**src/rtl/apb_regfile_pkg.sv**
```systemverilog
// Shared types and helpers for the APB register-file completer.
package apb_regfile_pkg;

  localparam int unsigned CNT_W = 4;

  typedef enum logic [0:0] {
    IDLE   = 1'b0,
    ACCESS = 1'b1
  } state_t;

  typedef enum logic [1:0] {
    ACC_RW  = 2'd0,
    ACC_RO  = 2'd1,
    ACC_WO  = 2'd2,
    ACC_W1C = 2'd3
  } acc_t;

  // Overlapping mask bits resolve as RO > W1C > WO > RW.
  function automatic acc_t acc_decode(input logic ro, input logic w1c, input logic wo);
    acc_t acc;
    if (ro) begin
      acc = ACC_RO;
    end else if (w1c) begin
      acc = ACC_W1C;
    end else if (wo) begin
      acc = ACC_WO;
    end else begin
      acc = ACC_RW;
    end
    return acc;
  endfunction

endpackage

```
**src/rtl/apb_reg_cell.sv**
```systemverilog
// One register of the file: byte-strobed write, or W1C clear with hardware set.
module apb_reg_cell
  import apb_regfile_pkg::*;
#(
  parameter int unsigned DW  = 32,
  parameter acc_t        ACC = ACC_RW
) (
  input  logic            pclk,
  input  logic            preset,
  input  logic            i_we,
  input  logic [DW-1:0]   i_wdata,
  input  logic [DW/8-1:0] i_wstrb,
  input  logic [DW-1:0]   i_set,
  output logic [DW-1:0]   o_q
);

  localparam int unsigned SW = DW / 8;

  logic [DW-1:0] r_q;
  logic [DW-1:0] w_q_nxt;
  logic [DW-1:0] w_bmask;

  // Next value; for W1C the hardware set is applied last so it wins over a clear.
  always_comb begin
    w_bmask = '0;
    for (int b = 0; b < SW; b++) begin
      w_bmask[8*b +: 8] = {8{i_wstrb[b]}};
    end
    w_q_nxt = r_q;
    case (ACC)
      ACC_RO: begin
        w_q_nxt = '0;
      end
      ACC_W1C: begin
        if (i_we) begin
          w_q_nxt = r_q & ~(i_wdata & w_bmask);
        end
        w_q_nxt = w_q_nxt | i_set;
      end
      default: begin
        if (i_we) begin
          w_q_nxt = (r_q & ~w_bmask) | (i_wdata & w_bmask);
        end
      end
    endcase
  end

  always_ff @(posedge pclk or posedge preset) begin
    if (preset) begin
      r_q <= '0;
    end else begin
      r_q <= w_q_nxt;
    end
  end

  assign o_q = r_q;

endmodule

```
**src/rtl/apb_regfile_slave.sv**
```systemverilog
// APB4 completer over N_REG registers with per-register RW/RO/WO/W1C access,
// programmable wait states and decode/protection errors on PSLVERR.
module apb_regfile_slave
  import apb_regfile_pkg::*;
#(
  parameter int unsigned      DW       = 32,
  parameter int unsigned      AW       = 8,
  parameter int unsigned      N_REG    = 8,
  parameter int unsigned      RD_WAIT  = 1,
  parameter int unsigned      WR_WAIT  = 0,
  parameter logic [N_REG-1:0] RO_MASK  = '0,
  parameter logic [N_REG-1:0] WO_MASK  = '0,
  parameter logic [N_REG-1:0] W1C_MASK = '0
) (
  input  logic                pclk,
  input  logic                preset,
  input  logic [AW-1:0]       i_paddr,
  input  logic                i_pwrite,
  input  logic                i_psel,
  input  logic                i_penable,
  input  logic [DW-1:0]       i_pwdata,
  input  logic [DW/8-1:0]     i_pstrb,
  output logic [DW-1:0]       o_prdata,
  output logic                o_pready,
  output logic                o_pslverr,
  output logic [N_REG*DW-1:0] o_hw_ctl,
  input  logic [N_REG*DW-1:0] i_hw_sts,
  input  logic [N_REG*DW-1:0] i_hw_set,
  output logic [N_REG-1:0]    o_wr_pulse
);

  localparam int unsigned SW       = DW / 8;
  localparam int unsigned ADDR_LSB = $clog2(SW);
  localparam int unsigned IW       = AW - ADDR_LSB;

  state_t           r_state;
  state_t           w_state_nxt;
  logic [CNT_W-1:0] r_cnt;
  logic [CNT_W-1:0] w_cnt_nxt;
  logic [IW-1:0]    r_idx;
  logic             r_write;
  logic             r_err;
  logic [N_REG-1:0] r_wr_pulse;

  logic [IW-1:0]    w_idx;
  logic             w_misalign;
  logic             w_in_range;
  logic             w_sel_ro;
  logic             w_sel_wo;
  logic             w_err;
  logic             w_setup;
  logic             w_ready;
  logic             w_commit;
  logic [N_REG-1:0] w_ro;
  logic [N_REG-1:0] w_wo;
  logic [N_REG-1:0] w_we;
  logic [DW-1:0]    w_rd_sel;
  logic [DW-1:0]    w_q [N_REG];

  assign w_idx = i_paddr[AW-1:ADDR_LSB];

  if (ADDR_LSB > 0) begin : g_lsb
    assign w_misalign = |i_paddr[ADDR_LSB-1:0];
  end else begin : g_nolsb
    assign w_misalign = 1'b0;
  end

  // Register cells with their resolved access mode.
  for (genvar i = 0; i < N_REG; i++) begin : g_reg
    localparam acc_t ACC = acc_decode(RO_MASK[i], W1C_MASK[i], WO_MASK[i]);

    assign w_ro[i] = (ACC == ACC_RO);
    assign w_wo[i] = (ACC == ACC_WO);
    assign w_we[i] = w_commit && (r_idx == IW'(i));

    apb_reg_cell #(
      .DW  (DW),
      .ACC (ACC)
    ) u_cell (
      .pclk    (pclk),
      .preset  (preset),
      .i_we    (w_we[i]),
      .i_wdata (i_pwdata),
      .i_wstrb (i_pstrb),
      .i_set   (i_hw_set[i*DW +: DW]),
      .o_q     (w_q[i])
    );

    assign o_hw_ctl[i*DW +: DW] = w_q[i];
  end

  // Setup-phase error decode: out of range, misaligned, or access-mode violation.
  always_comb begin
    w_in_range = 1'b0;
    w_sel_ro   = 1'b0;
    w_sel_wo   = 1'b0;
    for (int i = 0; i < N_REG; i++) begin
      if (w_idx == IW'(i)) begin
        w_in_range = 1'b1;
        w_sel_ro   = w_ro[i];
        w_sel_wo   = w_wo[i];
      end
    end
    w_err = ~w_in_range | w_misalign | (i_pwrite & w_sel_ro) | (~i_pwrite & w_sel_wo);
  end

  // Read source: live hardware status for RO registers, stored value otherwise.
  always_comb begin
    w_rd_sel = '0;
    for (int i = 0; i < N_REG; i++) begin
      if (r_idx == IW'(i)) begin
        w_rd_sel = w_ro[i] ? i_hw_sts[i*DW +: DW] : w_q[i];
      end
    end
  end

  // Transfer FSM: the wait counter only ever counts down from a nonzero value.
  always_comb begin
    w_state_nxt = r_state;
    w_cnt_nxt   = r_cnt;
    w_setup     = 1'b0;
    w_ready     = 1'b0;
    case (r_state)
      IDLE: begin
        if (i_psel && !i_penable) begin
          w_setup     = 1'b1;
          w_cnt_nxt   = i_pwrite ? CNT_W'(WR_WAIT) : CNT_W'(RD_WAIT);
          w_state_nxt = ACCESS;
        end
      end
      ACCESS: begin
        if (!i_psel) begin
          w_cnt_nxt   = '0;
          w_state_nxt = IDLE;
        end else if (r_cnt != '0) begin
          w_cnt_nxt = r_cnt - CNT_W'(1);
        end else if (i_penable) begin
          w_ready     = 1'b1;
          w_state_nxt = IDLE;
        end
      end
      default: begin
        w_state_nxt = IDLE;
      end
    endcase
  end

  assign w_commit = w_ready & r_write & ~r_err;

  always_ff @(posedge pclk or posedge preset) begin
    if (preset) begin
      r_state    <= IDLE;
      r_cnt      <= '0;
      r_idx      <= '0;
      r_write    <= 1'b0;
      r_err      <= 1'b0;
      r_wr_pulse <= '0;
    end else begin
      r_state    <= w_state_nxt;
      r_cnt      <= w_cnt_nxt;
      r_wr_pulse <= w_we;
      if (w_setup) begin
        r_idx   <= w_idx;
        r_write <= i_pwrite;
        r_err   <= w_err;
      end
    end
  end

  assign o_pready   = w_ready;
  assign o_pslverr  = w_ready & r_err;
  assign o_prdata   = (w_ready & ~r_err & ~r_write) ? w_rd_sel : '0;
  assign o_wr_pulse = r_wr_pulse;

endmodule

```
**config.mk**
```make
export PLATFORM = sky130hd
export DESIGN_NAME = apb_regfile_slave
export DESIGN_NICKNAME = d
export VERILOG_FILES = /design/src/rtl/apb_regfile_pkg.sv /design/src/rtl/apb_reg_cell.sv /design/src/rtl/apb_regfile_slave.sv
export SDC_FILE = /design/constraint.sdc
export NUM_CORES = 1
export LEC_CHECK = 0
export CAP_MARGIN = 20
export CORE_AREA = 2 2 334 336
export DETAILED_ROUTE_END_ITERATION = 8
export DIE_AREA = 0 0 336 338
export GPL_ROUTABILITY_DRIVEN = 1
export SYNTH_ARGS = -nofsm -noshare
export SYNTH_HDL_FRONTEND = slang
export SYNTH_SLANG_ARGS = --single-unit
```
**constraint.sdc**
```tcl
create_clock -name pclk -period 11.2 [get_ports pclk]
set_clock_uncertainty 0.05 [all_clocks]
set_input_delay 1.12 -clock pclk [delete_from_list [all_inputs] [get_ports pclk]]
set_output_delay 1.12 -clock pclk [all_outputs]
set_load 0.01 [all_outputs]
```
; Word level (Yosys, flattened, before mapping)
; Index checks and enable logic that the tools add are counted.
[classes]
add_sub_neg = 1
eq_ne = 16
muxes = 32
n_bitwise = 28
reduce_logical = 15
[ops]
columns = op, count
row1 = $and 32x32->32, 9
row2 = $mux 32, 9
row3 = $or 32x32->32, 8
row4 = $eq 6x3->1 const B, 8
row5 = $not 32->32, 1
row6 = $eq 6x2->1 const B, 4
row7 = $mux 1, 18
row8 = $eq 6x1->1 const B, 2
row9 = $logic_not 6->1, 2
row10 = $mux 4, 3
row11 = $logic_and 1x1->1, 9
row12 = $pmux 4 s2, 1
row13 = $and 1x1->1, 5
row14 = $not 1->1, 4
row15 = $reduce_bool 4->1, 1
row16 = $sub 4x1->4 const B, 1
row17 = $ne 3x2->1 const B, 1
row18 = $ne 2x2->1 const B, 1
row19 = $pmux 1 s2, 1
row20 = $reduce_and 2->1, 1
row21 = $reduce_or 2->1, 1
row22 = $logic_not 1->1, 1
row23 = $or 1x1->1, 1
[totals]
reg_bits = 277
input_bits = 561
output_inout_bits = 298
elab_cells = 106

; Longest topological paths before layout
[depth]
ltp_word = 11
mapped_depth = 9
depth_no_buf = 8

; By module
; From an unflattened synthesis, not the netlist that was laid out.
[unflattened]
hier_cells = 982
area_unflattened_um2 = 13096.3
[by_module_without_submodules]
columns = mod, instances, cells_each, area_each_um2, seq_area_each_um2
row1 = apb_reg_cell, 8, 69, 1189.9, 800.8
row2 = apb_regfile_slave, 1, 430, 3577.2, 525.5

; Worst setup path before layout
; OpenSTA, ideal clock, no wires.
[synth_path]
path_type = in2out
start = input i_psel
end = output o_prdata[18]
t_arrival_ns = 2.266
required_ns = 10.030
path_slack_ns = 7.764
cell_stages = 5
path_buffers = 2
cell_sequence = nand4_1 or3_1 clkbuf_1 clkbuf_1 nor3_1
[synth_between]
elab_chain_len = 5
[synth_lines]
columns = element, line
row1 = start: declaration, apb_regfile_slave.sv:19  ; input logic i_psel,
row2 = $mux 1, apb_regfile_slave.sv:132  ; if (!i_psel) begin
row3 = $mux 1, apb_regfile_slave.sv:123  ; case (r_state)
row4 = $and 1x1->1 (2 in series), apb_regfile_slave.sv:172  ; assign o_prdata = (w_ready & ~r_err & ~r_write) ? w_rd_sel : '0;
row5 = $mux 32, apb_regfile_slave.sv:172
row6 = end: declaration, apb_regfile_slave.sv:23  ; output logic [DW-1:0] o_prdata,
; Every way passes these cells.

; Final worst setup path
[layout_path]
start = register r_idx[2]
end = output o_prdata[3]
[layout_between]
elab_chain_len = 10
elab_cells_between_ends = 17
cone_classes = 7 x eq/ne / 9 x mux / 1 x reduce/logical
[layout_lines]
columns = element, line
row1 = start: declaration, apb_regfile_slave.sv:40  ; logic [IW-1:0] r_idx;
row2 = start signal: assignment, apb_regfile_slave.sv:163  ; r_idx <= w_idx;
row3 = $logic_not 6->1, apb_regfile_slave.sv:111  ; if (r_idx == IW'(i)) begin
row4 = $mux 32 (7 in series), apb_regfile_slave.sv:111
row5 = $mux 32 *, apb_regfile_slave.sv:111
row6 = $mux 32 *, apb_regfile_slave.sv:172
; Every way passes the cells marked *; elsewhere a longest branch is shown, timed or not.

==> impl_results.md <==
- Row cnt: 122
- #FFs+latches synth: 277
- Reg2reg start: r_idx[2]$_DFFE_PP0P_
- Hold Crit Class: flop to flop
- Die width: 336 um
- Final Setup Violations: 0
- Layout cells sized above 1: 0.293
- Net Switching: 0.743 mW
- Hold Buf Count CTS: 0
- Clock latency at the later pin of the worst-skew pair: 0.54 ns
- Critical path endpoint category: primary output
- Synthesized Nets: 1548
- Core box area: 110000 sq um
- Commonest non-fill, non-tap cell in the layout: clkdlybuf4s50_1
- Die area: 114000 sq um
- Clock Tree Buf Depth: 3
- Maximum vdd drop: 0.0000819 V
- IO Count: 859
- RSZ-0062 raised after global routing: no
- Final Hold Viols: 0
- Main synth FF type: dfrtp_1
- First-pass GRT wire length: 94.6 mm
- Syn. warnings: 0
- Combinational share of power: 0.130
- CP peak stage delay: 0.89 ns
- Vias per cell: 3.63
- Cts bufs inserted: 35
- Sequential area share after synthesis: 0.541
- Mapped cell area: 12800 sq um
- Syn_area_per_cell: 13.0 sq um
- Synth unique cells: 46
- Port bufs: 346
- Crit Path Max Fanout: 29
- Leakage: 8.16 nW
- Placed cell count: 2784
- Clock slew at reported path FFs: 0.06 ns
- # fillers: 12200
- Starting density of the core: 0.116
- Vias in the first global route: 10700
- Kind of critical path: flop to primary output
- Initial antenna violation count: 16
- Final core occ: 0.176
- Sequential share of power: 0.409
- Placed wire-length estimate: 53.2 mm
- CTS root buf: clkbuf_16
- Slowest cell on crit path: dfrtp_2
- Int Power: 1.86 mW
- Status: completed
- Die height: 338 um
- Worst-margin pin slew: 1.04 ns
- EDFF count, synth: 0
- Setup Buffers After CTS: 0
- Sw frac: 0.286
- Pwr Density: 135 nW/um^2
- Total GRT Usage: 0.121
- Mapped Cells: 986
- Total power: 2.60 mW
- Cell-by-cell trace of the critical path: buf_4, nand2_2, nor3b_4, buf_4, a22oi_1, a21oi_1, clkdlybuf4s50_1
- Pin count of the biggest net entering global routing: 151
- DRC Markers: 0
- Critical Path Start: r_idx[2]$_DFFE_PP0P_
- Clock power share: 0.462
- CTS tree: done
- Fin crit share: 0.508
- Number of max-cap violations: 0
- Area delta synth->final: 50.8%
- Fmax: 176 MHz
- Crit path time final: 5.69 ns
- Most frequent cells in the layout: clkdlybuf4s50_1 (346), dfrtp_1 (274), mux2_2 (268)
- Slew Viols, Final: 0
- Drt total wl: 71.1 mm
- Setup TNS: 0 ns
- Req. time, crit path: 10.03 ns
- Max-slew headroom: 0.306
- Crit path top cell by count: buf_4
- RD Place Congestion: 0.804
- Final nets: 1895
- Htree depth: 2
- Drt wl/cell: 24.9 um
- Synth async-reset ratio: 1.00
- Clock Sinks: 277
- Final ANT Viol Nets: 0
- Grt total ovfl: 0
- Vias: 10300
- Data arrival, critical path: 4.52 ns
- Startpoint types: flop
- Initial DRC count: 685
- Final std cells w/o fill: 2851
- Length of the first detailed-routing pass in iterations: 7
- Post-CTS sizing: 0
- Hold WS: 0.472 ns
[logic make-up after synthesis]
logic type	after synthesis	synth area share
fa+ha+maj	1	0.000976
flops	277	0.541
xor+xnor	2	0.00137
buf+inv	83	0.0265
compound gates	175	0.0916
simple gates	123	0.0581
mux	325	0.281
[metrics by stage]
| stage | area [sq um] | setup WS (ns) |
|---|---|---|
| after floorplan | 12800 | 2.39 |
| after global placement | 18100 | 5.94 |
| after detailed placement | 18100 | 5.93 |
| after CTS | 19300 | 5.40 |
| after global routing | 19300 | 5.31 |
| final | 19300 | 5.51 |
[worst paths after layout]
kind                               endpoint  cells past startpoint  slack (ns)
worst min-delay path                   flop                      1        0.47
worst min register to register         flop                      1        0.47
min in group asynchronous         async pin                      2        1.01
max in group asynchronous         async pin                      4        8.02
worst max-delay path            o_prdata[3]                      7        5.51
worst max register to register         flop                      6        7.12
[layer usage]
metal | global-route usage | wire length, um | vias up
li1 | - | - | 4395
met1 | 0.143 | 28400 | 5409
met2 | 0.190 | 31700 | 449
met3 | 0.0666 | 9030 | 84
met4 | 0.0336 | 1910 | 12
met5 | 0 | 72 | -
[critical path: cells and delay by family (launching register included)]
family	cells	cell delay (ns)
flops	1	0.89
compound gates	2	0.36
simple gates	2	1.04
buf+inv	3	1.60
[power by group through the flow]
stage / clock network [mW] / registers, mW / logic (mW)
after global routing: 1.27 / 1.07 / 0.365
after floorplan: 0 / 1.06 / 0.182
after CTS: 1.23 / 1.06 / 0.345
final: 1.20 / 1.06 / 0.337
after detailed placement: 0 / 1.08 / 0.343
after global placement: 0 / 1.08 / 0.344
[Yosys cell counts (4+ instances only)]
library cell  count  share of area
nor3_1           10         0.0039
o32ai_1          20          0.014
nand3_2           4         0.0031
a32oi_1           4         0.0027
o22ai_1          31          0.015
mux2_2          268           0.24
nand2_2          28          0.014
o31a_1            7         0.0048
a221oi_1          7         0.0048
a21oi_1          58          0.023
mux2_1            5         0.0044
inv_1            27         0.0079
o21ai_0           9         0.0035
nand3_1           5         0.0020
mux2i_1          52          0.041
nand2_1           8         0.0023
nor2_1           16         0.0047
o2bb2ai_1         7         0.0048
a22oi_1          25          0.015
and3_1           30          0.015
clkbuf_1         37          0.011
buf_1             4         0.0012
buf_2            10         0.0039
buf_4             4         0.0023
dfrtp_1         277           0.54
[final cells by class]
type / instances / area [sq um] / area share
clock buffer: 47 / 991 / 0.0513
tap: 1488 / 1860 / 0.0964
multi-input combinational: 626 / 5580 / 0.289
antenna: 3 / 7.51 / 0.000389
sequential: 277 / 6940 / 0.359
inverter: 28 / 113 / 0.00583
timing repair buffer: 365 / 3620 / 0.187
clock inverter: 17 / 210 / 0.0109
Power figures use the tool's default switching activity.
